**config.mk**
```make
export PLATFORM = sky130hd
export DESIGN_NAME = cache_mem_arbiter_flat
export DESIGN_NICKNAME = d
export VERILOG_FILES = /design/src/rtl/cache_mem_arbiter_if.sv /design/src/rtl/cache_mem_arbiter.sv /design/src/flat_wrapper.sv
export SDC_FILE = /design/constraint.sdc
export NUM_CORES = 1
export LEC_CHECK = 0
export BUFFER_PORTS_ARGS = -buffer_cell sky130_fd_sc_hd__buf_2
export CORE_AREA = 2 2 363 365
export CTS_CLUSTER_DIAMETER = 120
export DETAILED_ROUTE_END_ITERATION = 10
export DIE_AREA = 0 0 365 367
export GPL_ROUTABILITY_DRIVEN = 0
export PLACE_DENSITY_LB_ADDON = 0.05
export SLEW_MARGIN = 25
export SYNTH_ARGS = -nofsm -noshare
export SYNTH_HDL_FRONTEND = slang
export SYNTH_SLANG_ARGS = --single-unit
```
**constraint.sdc**
```tcl
create_clock -name clk_i -period 3.65 [get_ports clk_i]
set_input_delay 0 -clock clk_i [delete_from_list [all_inputs] [get_ports clk_i]]
set_output_delay 0 -clock clk_i [all_outputs]
set_load 0.1 [all_outputs]
```
**src/rtl/cache_mem_arbiter_if.sv**
```systemverilog
// cache_mem_arbiter_if: two cache line ports plus the shared DataMemory port, in one bundle.
//   slave  : arbiter view (takes cache requests and memory responses, drives done/rdata and memory requests)
//   master : environment view (the caches and DataMemory), directions mirrored
interface cache_mem_arbiter_if #(
    parameter int LINE_SIZE  = 16,
    parameter int ADDR_WIDTH = 32
);
    localparam int LINE_BITS = LINE_SIZE * 8;
    logic                  req0_valid, req1_valid;
    logic [ADDR_WIDTH-1:0] req0_addr, req1_addr;
    logic                  req0_write, req1_write;
    logic [LINE_BITS-1:0]  req0_wdata, req1_wdata;
    logic                  req0_done, req1_done;
    logic [LINE_BITS-1:0]  req0_rdata, req1_rdata;
    logic                  mem_is_input_valid;
    logic [ADDR_WIDTH-1:0] mem_addr;
    logic                  mem_read, mem_write;
    logic [LINE_BITS-1:0]  mem_din;
    logic                  mem_is_output_valid;
    logic [LINE_BITS-1:0]  mem_dout;
    logic                  mem_ready;
    modport slave (
        input  req0_valid, req0_addr, req0_write, req0_wdata,
        input  req1_valid, req1_addr, req1_write, req1_wdata,
        output req0_done, req0_rdata, req1_done, req1_rdata,
        output mem_is_input_valid, mem_addr, mem_read, mem_write, mem_din,
        input  mem_is_output_valid, mem_dout, mem_ready
    );
    modport master (
        output req0_valid, req0_addr, req0_write, req0_wdata,
        output req1_valid, req1_addr, req1_write, req1_wdata,
        input  req0_done, req0_rdata, req1_done, req1_rdata,
        input  mem_is_input_valid, mem_addr, mem_read, mem_write, mem_din,
        output mem_is_output_valid, mem_dout, mem_ready
    );
endinterface

```
**src/rtl/cache_mem_arbiter.sv**
```systemverilog
// cache_mem_arbiter: round-robin serialiser of whole-line I-cache (port 0) / D-cache (port 1) transactions onto one DataMemory.
//   clk_i, reset_i : clock, synchronous active-high reset
//   bus            : cache request/done ports and the DataMemory request/response port
//   grant_cnt0_o/1_o : completed transactions per port, wrapping
module cache_mem_arbiter #(
    parameter int LINE_SIZE  = 16,
    parameter int ADDR_WIDTH = 32
) (
    input  logic               clk_i,
    input  logic               reset_i,
    cache_mem_arbiter_if.slave bus,
    output logic [31:0]        grant_cnt0_o,
    output logic [31:0]        grant_cnt1_o
);
    localparam int LINE_BITS = LINE_SIZE * 8;
    typedef enum logic [1:0] {IDLE, ISSUE, WAIT, DONE} state_t;
    state_t                state_q;
    logic                  gnt_q, last_q, wr_q, done0_q, done1_q;
    logic [LINE_BITS-1:0]  rdata_q;
    logic [31:0]           cnt0_q, cnt1_q;
    logic                  pick_d, issue, sel_write;
    logic [ADDR_WIDTH-1:0] sel_addr;
    logic [LINE_BITS-1:0]  sel_wdata;
    always_comb begin
        pick_d    = (bus.req0_valid && bus.req1_valid) ? !last_q : bus.req1_valid;
        issue     = state_q == ISSUE;
        sel_write = gnt_q ? bus.req1_write : bus.req0_write;
        sel_addr  = gnt_q ? bus.req1_addr : bus.req0_addr;
        sel_wdata = gnt_q ? bus.req1_wdata : bus.req0_wdata;
    end
    assign bus.mem_is_input_valid = issue;
    assign bus.mem_addr           = issue ? sel_addr : '0;
    assign bus.mem_read           = issue && !sel_write;
    assign bus.mem_write          = issue && sel_write;
    assign bus.mem_din            = issue ? sel_wdata : '0;
    assign bus.req0_done          = done0_q;
    assign bus.req1_done          = done1_q;
    assign bus.req0_rdata         = rdata_q;
    assign bus.req1_rdata         = rdata_q;
    assign grant_cnt0_o           = cnt0_q;
    assign grant_cnt1_o           = cnt1_q;
    always_ff @(posedge clk_i) begin
        if (reset_i) begin
            state_q <= IDLE;
            gnt_q   <= 1'b0;
            last_q  <= 1'b1;
            wr_q    <= 1'b0;
            done0_q <= 1'b0;
            done1_q <= 1'b0;
            rdata_q <= '0;
            cnt0_q  <= '0;
            cnt1_q  <= '0;
        end else begin
            done0_q <= 1'b0;
            done1_q <= 1'b0;
            unique case (state_q)
                IDLE: if (bus.req0_valid || bus.req1_valid) begin
                    gnt_q   <= pick_d;
                    last_q  <= pick_d;
                    state_q <= ISSUE;
                end
                // The op is captured at accept so WAIT does not depend on the requester holding its inputs.
                ISSUE: if (bus.mem_ready) begin
                    wr_q    <= sel_write;
                    state_q <= WAIT;
                end
                // Memory drops ready after accept, so a ready seen here is the write completion.
                WAIT: if (wr_q ? bus.mem_ready : bus.mem_is_output_valid) begin
                    if (!wr_q) rdata_q <= bus.mem_dout;
                    done0_q <= !gnt_q;
                    done1_q <= gnt_q;
                    state_q <= DONE;
                end
                DONE: begin
                    if (gnt_q) cnt1_q <= cnt1_q + 32'd1;
                    else cnt0_q <= cnt0_q + 32'd1;
                    state_q <= IDLE;
                end
            endcase
        end
    end
endmodule

```
**src/flat_wrapper.sv**
```systemverilog
// flat-port wrapper written by rule: the top's interface ports become plain ports
module cache_mem_arbiter_flat 
#(
    parameter int LINE_SIZE  = 16,
    parameter int ADDR_WIDTH = 32
)
  (clk_i, reset_i, grant_cnt0_o, grant_cnt1_o, bus_req0_valid, bus_req0_addr, bus_req0_write, bus_req0_wdata, bus_req1_valid, bus_req1_addr, bus_req1_write, bus_req1_wdata, bus_req0_done, bus_req0_rdata, bus_req1_done, bus_req1_rdata, bus_mem_is_input_valid, bus_mem_addr, bus_mem_read, bus_mem_write, bus_mem_din, bus_mem_is_output_valid, bus_mem_dout, bus_mem_ready);
  cache_mem_arbiter_if #(.LINE_SIZE(LINE_SIZE), .ADDR_WIDTH(ADDR_WIDTH)) bus_i ();
  input  logic clk_i;
  input  logic reset_i;
  output logic [31:0] grant_cnt0_o;
  output logic [31:0] grant_cnt1_o;
  input wire logic [$bits(bus_i.req0_valid)-1:0] bus_req0_valid;
  input wire logic [$bits(bus_i.req0_addr)-1:0] bus_req0_addr;
  input wire logic [$bits(bus_i.req0_write)-1:0] bus_req0_write;
  input wire logic [$bits(bus_i.req0_wdata)-1:0] bus_req0_wdata;
  input wire logic [$bits(bus_i.req1_valid)-1:0] bus_req1_valid;
  input wire logic [$bits(bus_i.req1_addr)-1:0] bus_req1_addr;
  input wire logic [$bits(bus_i.req1_write)-1:0] bus_req1_write;
  input wire logic [$bits(bus_i.req1_wdata)-1:0] bus_req1_wdata;
  output wire logic [$bits(bus_i.req0_done)-1:0] bus_req0_done;
  output wire logic [$bits(bus_i.req0_rdata)-1:0] bus_req0_rdata;
  output wire logic [$bits(bus_i.req1_done)-1:0] bus_req1_done;
  output wire logic [$bits(bus_i.req1_rdata)-1:0] bus_req1_rdata;
  output wire logic [$bits(bus_i.mem_is_input_valid)-1:0] bus_mem_is_input_valid;
  output wire logic [$bits(bus_i.mem_addr)-1:0] bus_mem_addr;
  output wire logic [$bits(bus_i.mem_read)-1:0] bus_mem_read;
  output wire logic [$bits(bus_i.mem_write)-1:0] bus_mem_write;
  output wire logic [$bits(bus_i.mem_din)-1:0] bus_mem_din;
  input wire logic [$bits(bus_i.mem_is_output_valid)-1:0] bus_mem_is_output_valid;
  input wire logic [$bits(bus_i.mem_dout)-1:0] bus_mem_dout;
  input wire logic [$bits(bus_i.mem_ready)-1:0] bus_mem_ready;
  assign bus_i.req0_valid = bus_req0_valid;
  assign bus_i.req0_addr = bus_req0_addr;
  assign bus_i.req0_write = bus_req0_write;
  assign bus_i.req0_wdata = bus_req0_wdata;
  assign bus_i.req1_valid = bus_req1_valid;
  assign bus_i.req1_addr = bus_req1_addr;
  assign bus_i.req1_write = bus_req1_write;
  assign bus_i.req1_wdata = bus_req1_wdata;
  assign bus_req0_done = bus_i.req0_done;
  assign bus_req0_rdata = bus_i.req0_rdata;
  assign bus_req1_done = bus_i.req1_done;
  assign bus_req1_rdata = bus_i.req1_rdata;
  assign bus_mem_is_input_valid = bus_i.mem_is_input_valid;
  assign bus_mem_addr = bus_i.mem_addr;
  assign bus_mem_read = bus_i.mem_read;
  assign bus_mem_write = bus_i.mem_write;
  assign bus_mem_din = bus_i.mem_din;
  assign bus_i.mem_is_output_valid = bus_mem_is_output_valid;
  assign bus_i.mem_dout = bus_mem_dout;
  assign bus_i.mem_ready = bus_mem_ready;
  cache_mem_arbiter #(.LINE_SIZE(LINE_SIZE), .ADDR_WIDTH(ADDR_WIDTH)) u_core (.clk_i(clk_i), .reset_i(reset_i), .bus(bus_i), .grant_cnt0_o(grant_cnt0_o), .grant_cnt1_o(grant_cnt1_o));
endmodule
```
# Word-level counts from Yosys, hierarchy flattened
# Index checks and enable logic that the tools add are counted.
# totals
reg_bits	199
in_bits	456
output_inout_bits	485
wordCells	47
# op_classes
addsub	2
eq_ne	6
mux	11
bitwise	4
n_reduce_logical	15
# ops
cell	n
128-bit two-way mux	2
32-bit by 1-bit adder with 32-bit output (second input constant)	2
32-bit two-way mux	2
2-bit one-hot mux with 4 select lines	1
2-bit AND reduction	4
2-bit two-way mux	3
3-bit AND reduction	2
2-bit == test (second input constant)	2
2-bit by 1-bit inequality test with 1-bit output (second input constant)	2
1-bit inverter	4
1-bit logical AND	3
1-bit logical NOT	3
1-bit two-way mux	3
3-bit OR reduction	1
2-bit by 1-bit == test with 1-bit output (second input constant)	1
2-bit logical NOT	1
2-bit inequality test (second input constant)	1
1-bit logical OR	1

# Depth between registers and ports, before layout
# Gate-level depths: netlist (run 1).
# depth
word_depth	3
depth_mapped	8
mapped_depth_nobuf	6

# Worst setup path before layout (run 1)
# Ideal clock, no wire load.
# synth_timing
kind	flip-flop to output port
start	register u_core.state_q[1]
end	output bus_mem_din[0]
t_arrival_ns	3.165
required_ns	3.650
slack_ns	0.485
stages_incl_launch_ff	6
cell_sequence	dfxtp_1 -> inv_1 -> ha_1 -> clkbuf_1 -> clkbuf_1 -> nor2b_1
# synth_between
elab_chain_cells	2
# synth_lines
item	line_no	text
start, declared	cache_mem_arbiter.sv:17	state_t state_q;
start signal, assigned	cache_mem_arbiter.sv:44	state_q <= IDLE;
start signal, assigned	cache_mem_arbiter.sv:60	state_q <= ISSUE;
start signal, assigned	cache_mem_arbiter.sv:65	state_q <= WAIT;
2-bit by 1-bit == test with 1-bit output	cache_mem_arbiter.sv:26	issue = state_q == ISSUE;
named net bus_mem_is_input_valid	flat_wrapper.sv:25	output wire logic [$bits(bus_i.mem_is_input_valid)-1:0] bus_mem_is_input_valid;
128-bit two-way mux	cache_mem_arbiter.sv:35	assign bus.mem_din = issue ? sel_wdata : '0;
end, declared	flat_wrapper.sv:29	output wire logic [$bits(bus_i.mem_din)-1:0] bus_mem_din;
# The timed path passes the listed nets, and every way through them passes these cells.

# Worst setup path after layout (run 1)
# layout_timing
start	register u_core.gnt_q
end	output bus_mem_din[73]
# layout_between
elab_chain_cells	2
# layout_lines
item	line_no	text
start, declared	cache_mem_arbiter.sv:18	logic gnt_q, last_q, wr_q, done0_q, done1_q;
start signal, assigned	cache_mem_arbiter.sv:58	gnt_q <= pick_d;
128-bit two-way mux	cache_mem_arbiter.sv:29	sel_wdata = gnt_q ? bus.req1_wdata : bus.req0_wdata;
128-bit two-way mux	cache_mem_arbiter.sv:35	
# Every way passes these cells.

==> results of run 1 <==
power by group through the flow:
stage / sequential (W) / clock (W) / combinational [W]
after floorplan: 0.00362 / 0 / 0.00706
after global placement: 0.00261 / 0 / 0.00996
after detailed placement: 0.00262 / 0 / 0.00991
after CTS: 0.00257 / 0.00215 / 0.0101
after global routing: 0.00259 / 0.00220 / 0.0103
final: 0.00256 / 0.00196 / 0.00998
repair_timing:
action                    4_1_cts  5_1_grt
hold endpoints to repair      142        0
setup buffers                   0        0
hold buffers                  133        0
flip-flops by register name (all words and copies together) (netlist names):
register / count
u_core.bus.req0_done: 1
u_core.bus.req0_rdata: 128
u_core.bus.req1_done: 1
u_core.gnt_q: 1
u_core.grant_cnt0_o: 32
u_core.grant_cnt1_o: 32
u_core.last_q: 1
u_core.state_q: 2
u_core.wr_q: 1
worst paths after layout:
| kind | from | to | slack (ns) |
|---|---|---|---|
| worst max register to register | u_core.state_q[0] | u_core.grant_cnt0_o[31] | 1.03 |
| worst min-delay path | bus_mem_is_output_valid | u_core.bus.req0_rdata[50] | 0.09 |
| worst max-delay path | u_core.gnt_q | bus_mem_din[73] | 0.52 |
| worst min register to register | u_core.bus.req0_rdata[72] | u_core.bus.req0_rdata[72] | 0.47 |
worst max-delay path, stage by stage, from the launching register on:
cell and delay, ns:
dfxtp_4 0.54, buf_12 0.53, buf_4 0.47, mux2i_1 0.15, nor2b_1 0.13, buf_2 0.45
synthesized netlist by cell type (3+ instances only):
library cell,count
a21oi_1,140
and3_1,8
and4_1,9
buf_1,22
buf_4,128
clkbuf_1,67
dfxtp_1,199
ha_1,7
inv_1,5
mux2i_1,163
nand2_1,280
nand3_1,22
nand4_1,27
nor2_1,68
nor2b_1,165
nor3_1,9
nor4_1,7
o21ai_0,10
or3_1,10
or4_1,3
xnor2_1,18
xor2_1,34
logic make-up after synthesis:
kind of cell               count (synthesis)  synth area share
adders and majority gates                  7           0.00776
DFF                                      199             0.353
buffers and inverters                    223             0.117
muxes                                    163             0.145
AOI/OAI and AO/OA                        154            0.0696
and+or+nand+nor                          618             0.268
xor gates and xnor gates                  52            0.0404
metal layers:
metal	share of wire	vias to the layer above	wire length, um	track usage
met5	0.0016	-	145	0
met4	0.047	22	4330	0.0608
met3	0.096	215	8950	0.0549
met2	0.52	778	48000	0.247
met1	0.34	6269	31500	0.130
li1	-	6392	-	-
layout make-up:
type / count / area [um^2]
timing repair buffer: 1098 / 6330
antenna: 13 / 32.5
clock inverter: 11 / 88.8
sequential: 199 / 3990
inverter: 5 / 18.8
tap: 1755 / 2200
fill: 15252 / 111000
clock buffer: 21 / 450
multi-input combinational: 994 / 6000
stage by stage:
| stage | total power, W | instances | util | hold WS [ns] | instance area [um^2] |
|---|---|---|---|---|---|
| floorplan | 0.0107 | 1416 | - | 0.116 | 11300 |
| global placement | 0.0126 | 3918 | 0.132 | 0.242 | 17200 |
| detailed placement | 0.0125 | 3918 | 0.132 | 0.247 | 17200 |
| CTS | 0.0148 | 4083 | 0.146 | 0.0522 | 19100 |
| global route | 0.0151 | 4092 | 0.146 | 0.105 | 19100 |
| finish | 0.0145 | 4096 | 0.146 | 0.0924 | 19100 |
==> flow_summary_export.csv, run 1 <==
group,metric,value,unit
outcome,status,"complete, no violations",
layout,final_common_cell,"buf_2",
logic_synthesis,synth_area_leaders,"dfxtp_1, mux2i_1, nand2_1, nor2b_1, buf_4",
clocking,cts_buffers,17,
critical_path,critPathArrivalTime,3.13,ns
clocking,cts.sinks,199,
worst_hold_path,hold_depth,5,
clocking,clk_path_buf_depth,2,
critical_path,startpoint_type,"flip-flop",
logic_synthesis,yosys.cell_types.count,34,
logic_synthesis,syn_inst,1416,
route,wire_per_inst,22.7,um
global_route,grt_pass1_wl,121000,um
sta,period_share,0.857,
run,maxCapViolCount,0,
pwr,power_density,759,nW/um^2
die,core,130000,um^2
die,die_h,367,um
pwr,pwr-share-seq,0.176,
die,dieArea,134000,um^2
pwr,p_int,0.00500,W
sta,fmaxAchievable,320,MHz
sta,slew_viol_final,0,
global_route,overflow,0,
layout,syn_to_final_growth,69.3,%
logic_synthesis,synth.net_count,1879,
logic_synthesis,synth.yosys.seq_area_share,0.353,
pwr,p_comb_frac,0.688,
logic_synthesis,synth-edff-count,0,
critical_path,path_class,"reg -> out",
pwr,irDropWorstVdd,0.426,mV
die,start_util,0.0865,
sta,skew,0.0286,ns
layout,final_nets,2778,
die,fp-row-count,133,
placement,hpwl,78800,um
global_route,grt_antenna_before_repair,89,
route,ant_nets,0,
sta,min_period,3.13,ns
pwr,clkPwrFrac,0.135,
global_route,grt_usage,0.134,
worst_hold_path,min-delay-path-class,"in -> reg",
route,wl,93000,um
pwr,swShare,0.655,
layout,mostFrequentLayoutCells,"buf_2, nand2_1, dfxtp_1",
placement,place_ws,1.03,ns
pwr,switchingPower,0.00950,W
global_route,grt_max_degree,121,
sta,worstMarginPinSlew,1.11,ns
die,die_x,365,um
logic_synthesis,synth_top_area_frac,0.353,
logic_synthesis,synthesis.area,11300,um^2
route,drcViolationCount,0,
pwr,p_leak,8.63,nW
placement,io_buffers,940,
critical_path,end_kind,"output port",
sta,fin_setup_tns,0,ns
logic_synthesis,avgSynthCellArea,7.97,um^2
clocking,htreeDepth,4,
clocking,clk_pin_slew,0.08,ns
logic_synthesis,ys_warn_count,0,
clocking,cts_tree,"done",
sta,hold_violations,0,
sta,rsz0062_at_grt,"no",
clocking,cts_root_buf,"clkbuf_16",
clocking,post_cts_resized,0,
logic_synthesis,yosysTopAreaCell,"dfxtp_1",
route,drt_first_pass_iters,5,
logic_synthesis,async_flop_share,0,
route,first_iter_violations,606,
global_route,first_global_vias,13503,
logic_synthesis,synth-main-ff-cell,"dfxtp_1",
sta,worst_slack,0.522,ns
critical_path,reg2reg_depth,6,
route,num_vias,13676,
clocking,clk_latency,0.54,ns
sta,setup_viol,0,
logic_synthesis,synth-seq-cells,199,
critical_path,required,3.65,ns
sta,relSlewSlack,0.257,
die,ios,941,
layout,drive_gt1_frac,0.430,
route,vias_per_cell,3.34,
critical_path,worstPathMaxFanout,120,
Power figures use the tool's default switching activity.
==> run 2: changes to the inputs <==
GPL_TIMING_DRIVEN = 0   (was unset)
==> flow_summary_export.csv, run 2 (same netlist as run 1, synthesis figures left out) <==
group,metric,value,unit
layout,final_nets,2972,
route,topRoutingLayerUsed,"met5",
die,dieArea,134000,um^2
sta,skew,0.0241,ns
global_route,grt_max_degree,18,
sta,worst_slack,0.223,ns
critical_path,cp.buffers_inverters,4,
critical_path,crit_family,"buffers and inverters",
run,maxCapViolCount,0,
pwr,p_leak,9.32,nW
pwr,switchingPower,0.00969,W
route,drcViolationCount,0,
route,drt_first_pass_iters,5,
clocking,clk_latency,0.54,ns
die,fp-row-count,133,
sta,rsz0062_at_grt,"no",
critical_path,cp_common_cell,"clkbuf_1",
global_route,first_global_vias,14391,
critical_path,cp_slowest_cell,"clkbuf_1",
pwr,power_density,739,nW/um^2
placement,hpwl,88300,um
route,met1Wirelength,36300,um
sta,fmaxAchievable,292,MHz
placement,place_ws,0.306,ns
global_route,grt_antenna_before_repair,93,
clocking,cts_buffers,17,
critical_path,r2r_setup_slack,0.58,ns
global_route,overflow,0,
sta,slew_viol_final,0,
pwr,p_int,0.00521,W
clocking,htreeDepth,4,
critical_path,crit_cells,6,
worst_hold_path,min-delay-path-class,"in -> reg",
worst_hold_path,hold_depth,3,
sta,fin_setup_tns,0,ns
route,ant_nets,0,
route,dr_wl_met2,51700,um
pwr,swShare,0.651,
layout,final_common_cell,"buf_2",
layout,mostFrequentLayoutCells,"buf_2, nand2_1, dfxtp_1",
clocking,clk_path_buf_depth,2,
pwr,finalPower,0.0149,W
critical_path,max_stage_delay,0.59,ns
global_route,grt_usage,0.146,
critical_path,required,3.65,ns
route,num_vias,14312,
critical_path,path_class,"reg -> out",
die,die_x,365,um
sta,min_period,3.43,ns
die,die_h,367,um
sta,hold_ws,0.161,ns
pwr,pwr-share-seq,0.171,
pwr,clkPwrFrac,0.138,
critical_path,reg2reg_depth,8,
route,first_iter_violations,610,
sta,worstMarginPinSlew,0.972,ns
placement,io_buffers,940,
sta,hold_violations,0,
critical_path,startpoint_type,"flip-flop",
pwr,irDropWorstVdd,0.405,mV
clocking,cts.sinks,199,
critical_path,end_kind,"output port",
sta,period_share,0.939,
die,core,130000,um^2
layout,drive_gt1_frac,0.441,
sta,relSlewSlack,0.347,
sta,setup_viol,0,
layout,syn_to_final_growth,78.6,%
route,vias_per_cell,3.33,
outcome,status,"complete, no violations",
layout,largest_reg_flops,128,
die,start_util,0.0865,
clocking,cts_tree,"done",
clocking,clk_pin_slew,0.08,ns
critical_path,path_cells,"inv_1 > ha_1 > clkbuf_1 > clkbuf_1 > nor2b_1 > buf_2",
route,wire_per_inst,23.5,um
route,dr_wl_met3,7950,um
critical_path,worstPathMaxFanout,10,
clocking,cts_root_buf,"clkbuf_16",
layout,fill_cells,15243,
global_route,grt_pass1_wl,130000,um
route,wl,101000,um
die,ios,941,
critical_path,critPathArrivalTime,3.43,ns
pwr,p_comb_frac,0.690,
run 2: timing repair:
item,CTS,global route
setup endpoints to repair,5,0
hold buffers,134,0
gates resized for setup,1,0
hold endpoints to repair,138,0
setup buffers,0,0
run 2: area by class of cell:
class / instances / area, um^2 / area share
clock inverters: 12 / 144 / 0.00714
plain buffers: 218 / 1310 / 0.0650
clock buffers: 18 / 429 / 0.0213
diodes: 17 / 42.5 / 0.00211
well taps: 1755 / 2200 / 0.109
inverters: 5 / 18.8 / 0.000931
flip-flops and latches: 199 / 3980 / 0.198
multi-input cells: 994 / 5990 / 0.297
repair buffers: 1074 / 6050 / 0.300
run 2: path summary, 6_finish.rpt:
path | end | startpoint
max | bus_mem_din[21] | u_core.state_q[1]
min | u_core.wr_q | bus_req0_write
max reg2reg | u_core.bus.req0_rdata[99] | u_core.state_q[0]
min reg2reg | u_core.bus.req0_rdata[52] | u_core.bus.req0_rdata[52]
run 2: through the flow:
| stage | cells | cell area [um^2] | utilization |
|---|---|---|---|
| finish | 4292 | 20200 | 0.155 |
| floorplan | 1416 | 11300 | - |
| global route | 4287 | 20100 | 0.154 |
| detailed placement | 4111 | 18200 | 0.139 |
| global placement | 4111 | 18200 | 0.139 |
| CTS | 4275 | 20100 | 0.154 |
run 2: power by group through the flow:
stage / combinational (W) / sequential (W) / clock, W
2_1_floorplan: 0.00706 / 0.00362 / 0
3_3_place_gp: 0.0102 / 0.00261 / 0
3_5_place_dp: 0.0102 / 0.00262 / 0
4_1_cts: 0.0104 / 0.00257 / 0.00226
5_1_grt: 0.0107 / 0.00259 / 0.00229
6_report: 0.0103 / 0.00255 / 0.00206
run 2: layer usage:
layer	up-vias	global-route usage
met2	757	0.269
li1	6774	-
met3	217	0.0467
met4	18	0.0639
met5	-	0
met1	6546	0.148
run 2: worst min-delay path: stages:
cell      delay [ns]
buf_2           0.08
mux2i_1         0.22
a311oi_1        0.32
==> run 3: changes to the inputs <==
RECOVER_POWER = 50   (was unset)
==> flow_summary_export.csv, run 3 (same netlist as run 1, synthesis figures left out) <==
group,metric,value,unit
outcome,status,"complete, but fails checks",
outcome,violations,"capacitance limit, slew limit",
clocking,cts_root_buf,"clkbuf_16",
sta,fmaxAchievable,288,MHz
clocking,clk_path_buf_depth,2,
sta,fin_setup_tns,0,ns
route,drt_first_pass_iters,5,
route,drcViolationCount,0,
sta,setup_viol,0,
critical_path,critPathArrivalTime,3.47,ns
route,first_iter_violations,601,
pwr,irDropWorstVdd,0.404,mV
layout,final_common_cell,"buf_2",
sta,hold_violations,0,
die,die_h,367,um
sta,worstMarginPinSlew,1.52,ns
critical_path,worstPathMaxFanout,10,
critical_path,startpoint_type,"flip-flop",
clocking,clk_pin_slew,0.08,ns
sta,min_period,3.47,ns
die,fp-row-count,133,
route,ant_nets,0,
global_route,grt_pass1_wl,130000,um
clocking,cts_tree,"done",
route,wire_per_inst,23.6,um
global_route,grt_max_degree,18,
pwr,finalPower,0.0148,W
sta,rsz0062_at_grt,"no",
global_route,overflow,0,
run,maxCapViolCount,1,
sta,skew,0.0240,ns
route,vias_per_cell,3.35,
layout,drive_gt1_frac,0.311,
critical_path,end_kind,"output port",
layout,seq_area,3980,um^2
layout,fill_cells,15415,
critical_path,path_class,"reg -> out",
global_route,grt_antenna_before_repair,93,
layout,largest_reg_flops,128,
layout,syn_to_final_growth,74.9,%
placement,io_buffers,940,
worst_hold_path,min-delay-path-class,"in -> reg",
global_route,first_global_vias,14391,
pwr,power_density,751,nW/um^2
layout,fin_util,0.151,
clocking,cts.sinks,199,
layout,final_nets,2972,
sta,slew_viol_final,1,
critical_path,required,3.65,ns
die,core,130000,um^2
global_route,grt_usage,0.146,
die,ios,941,
placement,hpwl,88300,um
layout,multi_input_area,5970,um^2
route,num_vias,14365,
die,die_x,365,um
die,start_util,0.0865,
die,dieArea,134000,um^2
clocking,htreeDepth,4,
clocking,cts_setup_buffers,0,
layout,mostFrequentLayoutCells,"buf_2, clkbuf_1, nand2_1",
pwr,p_leak,7.86,nW
route,wl,101000,um
clocking,clk_latency,0.54,ns
sta,period_share,0.952,
sta,relSlewSlack,-0.00844,
clocking,cts_buffers,17,
-- run 3: timing repair --
| item | in CTS | in global routing |
|---|---|---|
| resized for setup | 1 | 0 |
| endpoints found under the hold margin | 138 | 0 |
| endpoints found under the setup margin | 5 | 0 |
| hold buffers | 134 | 0 |
-- run 3: layout make-up --
type,instances,share of cell area
diodes,17,0.00216
plain buffers,218,0.0662
clock buffers,18,0.0217
clock inverters,12,0.00729
inverters,5,0.000951
multi-input cells,994,0.303
flip-flops and latches,199,0.202
well taps,1755,0.111
repair buffers,1074,0.286
-- run 3: final timing paths --
check | start | endpoint | slack, ns | cells after the start
min reg2reg | u_core.bus.req0_rdata[118] | u_core.bus.req0_rdata[118] | 0.48 | 2
min | bus_req0_write | u_core.wr_q | 0.16 | 3
max | u_core.state_q[1] | bus_mem_din[19] | 0.18 | 6
max reg2reg | u_core.state_q[0] | u_core.bus.req0_rdata[99] | 0.55 | 8
-- run 3: critical path, stage by stage, from the launching register on --
cell	delay, ns
dfxtp_1	0.34
inv_1	0.12
ha_1	0.53
clkbuf_1	0.56
clkbuf_1	0.40
nor2b_1	0.47
buf_2	0.52
-- run 3: metal layers --
metal  up-vias  global-route usage  wire length [um]
met5         -                   0               113
met4        18              0.0639              4870
met3       220              0.0467              8060
met2       763               0.269             51600
met1      6586               0.148             36400
li1       6778                   -                 -
-- run 3: report_power, final --
| part | internal (W) | switching [W] |
|---|---|---|
| Combinational | 0.00175 | 0.00845 |
| Sequential | 0.00235 | 0.000211 |
| Clock | 0.00101 | 0.00105 |
-- run 3: per-stage QoR --
step,hold WS (ns),area (um^2),cells,setup slack (ns)
3_5_place_dp,0.248,18200,4111,0.306
6_report,0.162,19700,4292,0.177
4_1_cts,0.160,20100,4275,0.101
5_1_grt,0.209,19700,4287,0.0708
2_1_floorplan,0.116,11300,1416,0.485
3_3_place_gp,0.246,18200,4111,0.266
